**config.mk**
```make
export PLATFORM = sky130hd
export DESIGN_NAME = bus_err_drain_arbiter
export DESIGN_NICKNAME = d
export VERILOG_FILES = /design/src/rtl/bus_err_drain_arbiter.sv
export SDC_FILE = /design/constraint.sdc
export NUM_CORES = 1
export LEC_CHECK = 0
export ABC_AREA = 0
export CORE_MARGIN = 3
export CORE_UTILIZATION = 39
export CTS_CLUSTER_DIAMETER = 120
export DETAILED_ROUTE_END_ITERATION = 6
export PLACE_DENSITY = 0.89
export SYNTH_ARGS = -nofsm -noshare
export SYNTH_HDL_FRONTEND = slang
export SYNTH_SLANG_ARGS = --single-unit
```
**constraint.sdc**
```tcl
create_clock -name clk_i -period 3.98 [get_ports clk_i]
set_input_delay 1.194 -clock clk_i [delete_from_list [all_inputs] [get_ports clk_i]]
set_output_delay 1.194 -clock clk_i [all_outputs]
set_load 0.01 [all_outputs]
```
**src/rtl/bus_err_drain_arbiter.sv**
```systemverilog
// bus_err_drain_arbiter
// Round-robin drain of per-unit error FIFOs into a single valid/ready report
// stream. The winning unit is popped in the grant cycle and its head record is
// held in output registers until the consumer accepts it. Also keeps sticky
// per-unit overflow flags and a saturating count of accepted reports.
module bus_err_drain_arbiter #(
  parameter int unsigned NumUnits      = 4,
  parameter int unsigned AddrWidth     = 48,
  parameter int unsigned MetaDataWidth = 1,
  parameter int unsigned ErrBits       = 3,
  parameter int unsigned CntWidth      = 16,
  parameter int unsigned IdxWidth      = (NumUnits > 1) ? $clog2(NumUnits) : 1
) (
  input  logic                                    clk_i,
  input  logic                                    rst_i,
  input  logic [NumUnits-1:0]                     unit_mask_i,
  input  logic [NumUnits-1:0]                     src_irq_i,
  input  logic [NumUnits-1:0][ErrBits-1:0]        src_code_i,
  input  logic [NumUnits-1:0][AddrWidth-1:0]      src_addr_i,
  input  logic [NumUnits-1:0][MetaDataWidth-1:0]  src_meta_i,
  input  logic [NumUnits-1:0]                     src_overflow_i,
  output logic [NumUnits-1:0]                     src_pop_o,
  output logic                                    rpt_valid_o,
  input  logic                                    rpt_ready_i,
  output logic [IdxWidth-1:0]                     rpt_unit_o,
  output logic [ErrBits-1:0]                      rpt_code_o,
  output logic [AddrWidth-1:0]                    rpt_addr_o,
  output logic [MetaDataWidth-1:0]                rpt_meta_o,
  output logic [NumUnits-1:0]                     ovf_sticky_o,
  input  logic [NumUnits-1:0]                     ovf_clear_i,
  output logic [CntWidth-1:0]                     rpt_cnt_o,
  input  logic                                    cnt_clear_i
);

  typedef enum logic {
    IDLE = 1'b0,
    HOLD = 1'b1
  } state_t;

  state_t                      state_reg;
  state_t                      state_next;
  logic [NumUnits-1:0]         req;
  logic                        grant_found;
  logic [IdxWidth-1:0]         grant_idx;
  logic [IdxWidth-1:0]         cand;
  logic                        take;
  logic                        accept;
  logic [IdxWidth-1:0]         last_grant_reg;
  logic [IdxWidth-1:0]         unit_reg;
  logic [ErrBits-1:0]          code_reg;
  logic [AddrWidth-1:0]        addr_reg;
  logic [MetaDataWidth-1:0]    meta_reg;
  logic [NumUnits-1:0]         ovf_reg;
  logic [CntWidth-1:0]         cnt_reg;

  // Masked units never enter arbitration; the mask only matters in IDLE
  // because the grant is only acted on there.
  assign req = src_irq_i & ~unit_mask_i;

  // Rotating priority search starting just after the previous winner.
  always_comb begin
    grant_found = 1'b0;
    grant_idx   = '0;
    cand        = '0;
    for (int unsigned k = 1; k <= NumUnits; k++) begin
      cand = IdxWidth'((32'(last_grant_reg) + k) % NumUnits);
      if (!grant_found && req[cand]) begin
        grant_found = 1'b1;
        grant_idx   = cand;
      end
    end
  end

  assign take = (state_reg == IDLE) && grant_found;

  // Pop pulse is combinational so the FIFO advances in the grant cycle itself.
  for (genvar gi = 0; gi < NumUnits; gi++) begin : g_pop
    assign src_pop_o[gi] = take && (grant_idx == IdxWidth'(gi));
  end

  // Next-state logic: IDLE grants, HOLD waits for the consumer.
  always_comb begin
    state_next = state_reg;
    accept     = 1'b0;
    unique case (state_reg)
      IDLE: begin
        if (grant_found) begin
          state_next = HOLD;
        end
      end
      HOLD: begin
        if (rpt_ready_i) begin
          accept     = 1'b1;
          state_next = IDLE;
        end
      end
      default: state_next = IDLE;
    endcase
  end

  // State register; a reset mid-HOLD drops the already-popped record.
  always_ff @(posedge clk_i or posedge rst_i) begin
    if (rst_i) begin
      state_reg <= IDLE;
    end else begin
      state_reg <= state_next;
    end
  end

  // Capture the winner's head record and remember it for round-robin order.
  // last_grant starts at the top index so unit 0 wins first after reset.
  always_ff @(posedge clk_i or posedge rst_i) begin
    if (rst_i) begin
      last_grant_reg <= IdxWidth'(NumUnits - 1);
      unit_reg       <= '0;
      code_reg       <= '0;
      addr_reg       <= '0;
      meta_reg       <= '0;
    end else if (take) begin
      last_grant_reg <= grant_idx;
      unit_reg       <= grant_idx;
      code_reg       <= src_code_i[grant_idx];
      addr_reg       <= src_addr_i[grant_idx];
      meta_reg       <= src_meta_i[grant_idx];
    end
  end

  // Sticky overflow flags; a same-cycle set beats the clear.
  always_ff @(posedge clk_i or posedge rst_i) begin
    if (rst_i) begin
      ovf_reg <= '0;
    end else begin
      ovf_reg <= (ovf_reg & ~ovf_clear_i) | src_overflow_i;
    end
  end

  // Saturating accept counter; a clear beats a same-cycle accept.
  always_ff @(posedge clk_i or posedge rst_i) begin
    if (rst_i) begin
      cnt_reg <= '0;
    end else if (cnt_clear_i) begin
      cnt_reg <= '0;
    end else if (accept && (cnt_reg != {CntWidth{1'b1}})) begin
      cnt_reg <= cnt_reg + 1'b1;
    end
  end

  if (NumUnits == 1) begin : g_unit_tie
    assign rpt_unit_o = '0;
  end else begin : g_unit_reg
    assign rpt_unit_o = unit_reg;
  end

  assign rpt_valid_o  = (state_reg == HOLD);
  assign rpt_code_o   = code_reg;
  assign rpt_addr_o   = addr_reg;
  assign rpt_meta_o   = meta_reg;
  assign ovf_sticky_o = ovf_reg;
  assign rpt_cnt_o    = cnt_reg;

endmodule

```
==> impl_metrics.env, run 1 <==
export IMPL_fin_nets=1102
export IMPL_crit_family="buffers and inverters"
export IMPL_peakVddDrop_mv=0.314
export IMPL_routed_via_density=5.76
export IMPL_wl_per_cell_um=19.8
export IMPL_setup_viol=0
export IMPL_root_buffer="clkbuf_16"
export IMPL_worstHoldEndpoint="ovf_sticky_o[1]"
export IMPL_wl_mm=20.8
export IMPL_die_x_um=122
export IMPL_max_stage_delay_ns=0.43
export IMPL_postLayoutCellArea_um2=8790
export IMPL_drc=0
export IMPL_p_total_mw=3.76
export IMPL_cp_slowest_cell="a311o_4"
export IMPL_dieHeight_um=122
export IMPL_hold_buffers=0
export IMPL_syn_inst=586
export IMPL_worstSetupStartpointType="input pin"
export IMPL_crit_type="in -> out"
export IMPL_reg2regPathDepth=6
export IMPL_status="finished, final reports clean"
export IMPL_clkLatencyLatePin_ns=0.33
export IMPL_r2r_slack_ns=1.64
export IMPL_dieArea_um2=14900
export IMPL_initial_core_util_pct=40.8
export IMPL_antenna_cells=0
export IMPL_fin_crit_sh_pct=98.7
export IMPL_dpl_instance_area_um2=8440
export IMPL_worstHoldPathType="reg -> reg"
export IMPL_crit_required_ns=2.79
export IMPL_worst_pin_slew_ns=0.651
export IMPL_antenna_found_initial=0
export IMPL_routabilityCongestion=0.882
export IMPL_fmax_ghz=0.255
export IMPL_drt_pass1_iterations=5
export IMPL_cts_setup_buffers=0
export IMPL_setup_slack_ns=0.0511
export IMPL_cts_max_level=3
export IMPL_grt_util_all_layers_pct=27.2
export IMPL_post_place_ws_ns=-0.399
export IMPL_row_count=41
export IMPL_grt_max_degree=54
export IMPL_ys_flop_type="dfrtp_1"
export IMPL_critPathCaptureType="output pin"
export IMPL_drive_gt1_share_pct=10.1
export IMPL_drt_iter0_drc=350
export IMPL_ys_types=52
export IMPL_synthesis_nets=815
export IMPL_grt_pass1_vias=6020
export IMPL_crit_buf_inv=3
export IMPL_cap_violations=0
export IMPL_route_vias_total=6043
export IMPL_cts_clk_slew_worst_paths_ns=0.06
export IMPL_core_area_um2=12900
export IMPL_r2r_start="last_grant_reg[1]"
export IMPL_whs_path_depth=1
export IMPL_synth_area_per_cell_um2=8.97
export IMPL_cts_made_buffers=9
export IMPL_async_flop_share_pct=100
export IMPL_cts_tree="built"
export IMPL_hold_viol=0
export IMPL_io_buffers=306
export IMPL_hold_path_startpoint="ovf_sticky_o[1]"
export IMPL_largest_register_ffs=48
export IMPL_drtAntennaViolNets=0
export IMPL_leakage_nw=3.47
export IMPL_path_max_fanout=4
export IMPL_synth_seq_area_share_pct=36.7
export IMPL_ys_warn_count=0
export IMPL_crit_cells=7
export IMPL_area_delta_synth_final_pct=67.3
export IMPL_rsz0062_at_grt="false"
export IMPL_synth_edf_count=0
export IMPL_crit_chain="clkdlybuf4s50_1 > nand2b_4 > buf_4 > a311o_4 > nor2_8 > nor2_1 > clkdlybuf4s15_1"
export IMPL_p_per_area_nw_per_um2=428
export IMPL_r2r_end="rpt_addr_o[17]"
export IMPL_cts_sinks=77
export IMPL_finClkSkew_ns=0.00502
export IMPL_ys_ff_latch=77
export IMPL_ios=307
export IMPL_finalCriticalPeriod_ns=3.93
export IMPL_grt_pass1_wl_mm=31.8
export IMPL_synthesis_area_um2=5250
export IMPL_worstPathArrival_ns=2.73
export IMPL_slew_viol_final=0
export IMPL_clock_path_buffers=2
export IMPL_max_slew_margin_pct=56.6
export IMPL_grt_overflow=0
export IMPL_place_hpwl_mm=14.9
worst max path at each step:
stage	end	startpoint	slack (ns)
global route	src_pop_o[3]	unit_mask_i[2]	0.006
global placement	src_pop_o[0]	unit_mask_i[2]	-0.36
CTS	src_pop_o[3]	unit_mask_i[1]	0.02
floorplan	src_pop_o[1]	unit_mask_i[2]	0.37
finish	src_pop_o[3]	unit_mask_i[2]	0.05
detailed placement	src_pop_o[0]	unit_mask_i[2]	-0.40
layout make-up:
type                            count  area, um2
Clock buffer                       12        246
Sequential cell                    77       1930
Timing Repair Buffer              333       3270
Multi-Input combinational cell    446       3060
Clock inverter                      4       48.8
Fill cell                        1015       4090
Inverter                            6       23.8
Tap cell                          172        215
layer usage:
layer  track usage (%)  wire length, um  vias up
met2              46.8            10300      297
met1              32.6             8130     2925
li1                  -                -     2773
met4              11.1              642        0
met3              6.73             1730       48
met5                 0                0        -
repair_timing:
action | CTS | global route
pin swaps | 2 | 2
endpoints found under the setup margin | 4 | 4
resized for setup | 22 | 6
synth_stat cells (2+ instances only):
library cell / count / area share (%)
a21o_1: 47 / 6.7
a21oi_1: 4 / 0.38
a41oi_1: 22 / 3.7
a41oi_2: 20 / 6.2
and2_1: 2 / 0.24
and3_1: 6 / 0.71
and4_1: 2 / 0.33
buf_2: 10 / 0.95
buf_4: 3 / 0.43
buf_6: 5 / 1.1
clkbuf_1: 29 / 2.1
clkbuf_2: 4 / 0.38
clkbuf_8: 4 / 1.0
dfrtp_1: 75 / 36
dfstp_2: 2 / 1.0
inv_1: 6 / 0.43
mux2i_1: 21 / 4.0
nand2_1: 16 / 1.1
nand2b_1: 3 / 0.36
nand3_1: 88 / 8.4
nand4_1: 3 / 0.36
nor2_1: 64 / 4.6
nor2b_1: 3 / 0.36
nor2b_2: 2 / 0.33
o2111ai_1: 5 / 0.83
o211a_1: 2 / 0.38
o211ai_1: 4 / 0.57
o21a_1: 2 / 0.29
o21ai_0: 88 / 8.4
o221ai_1: 10 / 1.7
xor2_1: 13 / 2.2
metrics by stage:
stage	TNS [ns]	instances	hold WS, ns	util (%)
6_report	0	1050	0.477	68.3
5_1_grt	0	1050	0.485	68.3
4_1_cts	0	1050	0.479	68.3
3_5_place_dp	-1.44	1034	0.464	65.6
3_3_place_gp	-1.32	1034	0.464	65.6
2_1_floorplan	0	586	0.517	-
cell usage in the layout (no fill, tap or decap), types with 3 or more instances in the layout:
| cell type | netlist | final |
|---|---|---|
| clkdlybuf4s50_1 | 0 | 298 |
| nand3_1 | 88 | 88 |
| o21ai_0 | 88 | 88 |
| dfrtp_1 | 75 | 75 |
| nor2_1 | 64 | 62 |
| a21o_1 | 47 | 47 |
| buf_4 | 3 | 26 |
| a41oi_1 | 22 | 22 |
| mux2i_1 | 21 | 21 |
| a41oi_2 | 20 | 20 |
| nand2_1 | 16 | 16 |
| xor2_1 | 13 | 13 |
| o221ai_1 | 10 | 10 |
| clkbuf_16 | 0 | 9 |
| and3_1 | 6 | 6 |
| inv_1 | 6 | 5 |
| o2111ai_1 | 5 | 5 |
| o211ai_1 | 4 | 4 |
| nand2b_4 | 0 | 3 |
| nor2b_4 | 0 | 3 |
| a21oi_1 | 4 | 3 |
| clkinv_2 | 0 | 3 |
| nand4_1 | 3 | 3 |
| dlygate4sd2_1 | 0 | 3 |
where the power goes:
group          total, mW  switching (mW)  internal [mW]
clock              0.824           0.321          0.503
sequential          1.17           0.151           1.02
combinational       1.77           0.841          0.933
total               3.76            1.31           2.45
logic make-up (layout without fill, tap and decap cells):
family	Yosys count	count (layout)	synth area share [%]
and+or+nand+nor	200	200	19.3
muxes	21	21	4.00
xor gates and xnor gates	13	13	2.17
AOI/OAI and AO/OA	211	211	30.8
adders and majority gates	1	1	0.238
buffers and inverters	63	355	6.74
DFF	77	77	36.7
Power figures use the tool's default switching activity.
==> run 2, diff against run 1 <==
GPL_TIMING_DRIVEN = 0   (was unset)
==> run 2 against run 1 <==
Worst setup slack improved by 0.015 ns. Maximum frequency rose by 0.37%. Global-route usage rose by 1.5 points. Clock power rose by 2%. Count of clock-buffer cells in the layout fell by 1. Sequential power barely moved. Sequential cell count did not move. Critical path type unchanged.
==> impl_metrics.env, run 2 (synthesis gave the netlist of run 1 again) <==
export IMPL_status="finished, final reports clean"
export IMPL_worstSetupStartpointType="input pin"
export IMPL_cts_sinks=77
export IMPL_worstPathArrival_ns=2.72
export IMPL_path_max_fanout=5
export IMPL_dieArea_um2=14900
export IMPL_grt_overflow=0
export IMPL_cts_made_buffers=9
export IMPL_drt_pass1_iterations=5
export IMPL_routed_via_density=5.68
export IMPL_ios=307
export IMPL_dieHeight_um=122
export IMPL_leakage_nw=3.67
export IMPL_largest_register_ffs=48
export IMPL_hold_viol=0
export IMPL_grt_pass1_wl_mm=33.3
export IMPL_io_buffers=305
export IMPL_root_buffer="clkbuf_16"
export IMPL_die_x_um=122
export IMPL_cap_violations=0
export IMPL_route_vias_total=6271
export IMPL_cp_slowest_cell="clkdlybuf4s50_1"
export IMPL_crit_chain="clkdlybuf4s50_1 > nand2b_4 > nor2b_4 > a21oi_4 > buf_4 > nand2_4 > clkbuf_8 > nor2_1 > buf_2"
export IMPL_hold_buffers=0
export IMPL_fin_cells=1104
export IMPL_drc=0
export IMPL_grt_max_degree=44
export IMPL_final_cell_mix="clkdlybuf4s50_1, nand3_1, o21ai_0"
export IMPL_drive_gt1_share_pct=13.2
export IMPL_grt_util_all_layers_pct=28.8
export IMPL_p_total_mw=3.94
export IMPL_place_hpwl_mm=16.3
export IMPL_finalCriticalPeriod_ns=3.91
export IMPL_initial_core_util_pct=40.8
export IMPL_crit_type="in -> out"
export IMPL_clock_path_buffers=2
export IMPL_worstHoldPathType="reg -> reg"
export IMPL_critPathCaptureType="output pin"
export IMPL_grt_pass1_vias=6222
export IMPL_peakVddDrop_mv=0.331
export IMPL_fin_crit_sh_pct=98.3
export IMPL_wl_mm=22.4
export IMPL_cts_max_level=3
export IMPL_clkLatencyLatePin_ns=0.34
export IMPL_fin_nets=1155
export IMPL_setup_viol=0
export IMPL_finClkSkew_ns=0.00469
export IMPL_crit_required_ns=2.79
export IMPL_slew_viol_final=0
export IMPL_max_stage_delay_ns=0.50
export IMPL_finish_utilization_pct=71.4
export IMPL_cts_tree="built"
export IMPL_hold_worst_slack_ns=0.478
export IMPL_drtAntennaViolNets=0
export IMPL_area_delta_synth_final_pct=75.0
export IMPL_cts_clk_slew_worst_paths_ns=0.06
export IMPL_fmax_ghz=0.255
export IMPL_worst_pin_slew_ns=0.604
export IMPL_row_count=41
export IMPL_tns_ns=0
export IMPL_routabilityCongestion=0.917
export IMPL_place_inst=1064
export IMPL_p_per_area_nw_per_um2=428
export IMPL_max_slew_margin_pct=59.7
export IMPL_core_area_um2=12900
export IMPL_rsz0062_at_grt="false"
export IMPL_final_common_cell="clkdlybuf4s50_1"
export IMPL_wl_per_cell_um=20.3
export IMPL_drt_iter0_drc=533
export IMPL_antenna_found_initial=1
-- run 2: cell count changes in the layout (fill, tap and decap cells not counted), sizes merged --
cell,delta
dlygate4sd2,+1
diode,+1
clkinvlp,+3
clkbuf,+34
clkdlybuf4s15,-2
dlymetal6s2s,+1
buf,+21
inv,+1
clkdlybuf4s50,-3
clkinv,-3
-- run 2: worst paths after layout --
kind | startpoint | to | slack, ns | cells after the start
setup / recovery | src_irq_i[2] | src_pop_o[1] | 0.07 | 9
hold / removal | ovf_sticky_o[3] | ovf_sticky_o[3] | 0.48 | 1
setup reg to reg | last_grant_reg[0] | rpt_addr_o[31] | 1.66 | 8
hold reg to reg | ovf_sticky_o[3] | ovf_sticky_o[3] | 0.48 | 1
max in group asynchronous | rst_i | last_grant_reg[0] | 2.13 | 3
min in group asynchronous | rst_i | rpt_cnt_o[11] | 1.22 | 2
-- run 2: power breakdown --
group	switching, mW	leakage (nW)	internal [mW]
Combinational	0.904	2.63	1.03
Clock	0.349	0.132	0.488
Sequential	0.148	0.908	1.01
Total	1.40	3.67	2.54
-- run 2: per-stage QoR --
step	worst slack, ns	area, um2
after floorplan	0.366	5250
after global placement	-1.12	8520
after detailed placement	-1.11	8550
after CTS	-0.0438	9150
after global routing	0.00511	9190
final	0.0657	9190
-- run 2: cell type report --
type | count | area [um2]
antenna | 1 | 2.50
multi-input combinational | 446 | 3090
tap | 172 | 215
clock buffer | 11 | 233
fill | 993 | 3680
clock inverter | 5 | 61.3
inverter | 6 | 25.0
sequential | 77 | 1930
buffer | 55 | 373
timing repair buffer | 331 | 3260
-- run 2: worst max-delay path: cells and delay by family --
kind | cells | cell delay (ns)
buf+inv | 4 | 0.93
simple gates | 4 | 0.42
compound gates | 1 | 0.16
-- run 2: what timing repair did --
item                       4_1_cts  5_1_grt
setup endpoints to repair        4        4
resized for setup               47       14
buffers inserted                24        1
pin swaps                        6        3
-- run 2: per-layer routing --
metal | track usage (%) | part of all wire, %
met5 | 0 | 0
met2 | 49.1 | 49
met1 | 35.4 | 39
met4 | 10.4 | 2.7
met3 | 6.92 | 8.7
==> run 3, diff against run 2 <==
SKIP_CTS_REPAIR_TIMING = 1   (was unset)
TNS_END_PERCENT = 10   (was unset)
==> run 3 against run 2 <==
The flow now finishes with violations (negative setup slack). Power shrank 0.32%. Sequential share of layout area increased by 0.098 points. Critical path depth down 1.
==> impl_metrics.env, run 3 (synthesis gave the netlist of run 1 again) <==
export IMPL_leakage_nw=3.68
export IMPL_drt_iter0_drc=499
export IMPL_grt_util_all_layers_pct=27.9
export IMPL_cap_violations=0
export IMPL_area_delta_synth_final_pct=74.2
export IMPL_setup_viol=3
export IMPL_worstPathArrival_ns=2.95
export IMPL_root_buffer="clkbuf_16"
export IMPL_largest_register_ffs=48
export IMPL_worstSetupStartpointType="input pin"
export IMPL_rsz0062_at_grt="true"
export IMPL_worstHoldPathType="reg -> reg"
export IMPL_path_max_fanout=10
export IMPL_hold_viol=0
export IMPL_cts_max_level=3
export IMPL_tns_ns=-0.361
export IMPL_slew_viol_final=0
export IMPL_fin_nets=1153
export IMPL_crit_type="in -> out"
export IMPL_worst_pin_slew_ns=0.600
export IMPL_drtAntennaViolNets=0
export IMPL_whs_path_depth=1
export IMPL_initial_core_util_pct=40.8
export IMPL_place_inst=1064
export IMPL_core_area_um2=12900
export IMPL_grt_pass1_wl_mm=32.4
export IMPL_post_place_ws_ns=-1.11
export IMPL_routed_via_density=5.71
export IMPL_grt_pass1_vias=6085
export IMPL_fmax_ghz=0.241
export IMPL_hold_path_startpoint="ovf_sticky_o[3]"
export IMPL_route_vias_total=6294
export IMPL_finClkSkew_ns=0.00480
export IMPL_routabilityCongestion=0.917
export IMPL_dieHeight_um=122
export IMPL_finalCriticalPeriod_ns=4.15
export IMPL_max_slew_margin_pct=60.0
export IMPL_cts_sinks=77
export IMPL_clkLatencyLatePin_ns=0.35
export IMPL_fin_crit_sh_pct=104
export IMPL_io_buffers=305
export IMPL_clock_power_share_pct=21.4
export IMPL_status="finished, violations left"
export IMPL_drive_gt1_share_pct=12.4
export IMPL_crit_required_ns=2.79
export IMPL_drc=0
export IMPL_cts_clk_slew_worst_paths_ns=0.06
export IMPL_p_per_area_nw_per_um2=429
export IMPL_peakVddDrop_mv=0.328
export IMPL_cts_made_buffers=9
export IMPL_place_hpwl_mm=16.3
export IMPL_row_count=41
export IMPL_p_comb_share_pct=49.1
export IMPL_grt_max_degree=44
export IMPL_final_cell_mix="clkdlybuf4s50_1, nand3_1, o21ai_0"
export IMPL_fin_cells=1102
export IMPL_r2r_start="last_grant_reg[1]"
export IMPL_grt_overflow=0
export IMPL_final_common_cell="clkdlybuf4s50_1"
export IMPL_p_sw_mw=1.39
export IMPL_wl_per_cell_um=20.0
export IMPL_setup_slack_ns=-0.167
export IMPL_drt_pass1_iterations=5
export IMPL_critPathCaptureType="output pin"
export IMPL_reg2regPathDepth=8
export IMPL_internal_power_mw=2.53
export IMPL_clock_path_buffers=2
export IMPL_seqPwrFrac_pct=29.6
export IMPL_swShare_pct=35.4
export IMPL_wl_mm=22.1
export IMPL_violations="negative setup slack"
export IMPL_cts_tree="built"
export IMPL_die_x_um=122
export IMPL_cp_startpoint="src_irq_i[3]"
export IMPL_dieArea_um2=14900
export IMPL_ios=307
export IMPL_antenna_found_initial=1
## run 3: final timing paths
kind,slack [ns],endpoint
max,-0.17,src_pop_o[1]
min,0.48,ovf_sticky_o[3]
max reg2reg,1.73,rpt_addr_o[13]
min reg2reg,0.48,ovf_sticky_o[3]
max in group asynchronous,2.12,last_grant_reg[1]
min in group asynchronous,1.22,rpt_cnt_o[11]
## run 3: layout make-up
cell class,count,area [um2]
Clock inverter,5,61.3
Sequential cell,77,1930
Tap cell,172,215
Inverter,6,25.0
Buffer,55,370
Antenna cell,1,2.50
Multi-Input combinational cell,446,3050
Fill cell,990,3720
Clock buffer,11,233
Timing Repair Buffer,329,3260
## run 3: power groups by stage
stage          registers, mW  clock network [mW]  logic (mW)
2_1_floorplan           1.25                   0       0.786
3_3_place_gp            1.16                   0        1.80
3_5_place_dp            1.16                   0        1.82
4_1_cts                 1.16               0.843        1.84
5_1_grt                 1.18               0.881        2.06
6_report                1.16               0.838        1.93
## run 3: critical path: stages
cell and delay (ns):
clkdlybuf4s50_1 0.44, nor2b_4 0.16, buf_4 0.15, a311o_4 0.48, nor2_8 0.16, buf_12 0.15
nor2_1 0.05, dlymetal6s2s_1 0.17
## run 3: metrics by stage
step	area, um2	hold WS, ns	utilization (%)	power (mW)
floorplan	5250	0.517	-	2.04
global placement	8520	0.461	66.2	2.95
detailed placement	8550	0.465	66.4	2.99
CTS	8850	0.479	68.7	3.83
global route	9150	0.498	71.1	4.12
finish	9150	0.478	71.1	3.93
## run 3: routing by layer
layer / up-vias / global-route usage (%) / share of wire, %
li1: 2869 / - / -
met1: 3063 / 34.4 / 39
met2: 315 / 47.4 / 49
met3: 47 / 6.87 / 8.2
met4: 0 / 10.5 / 2.8
met5: - / 0 / 0
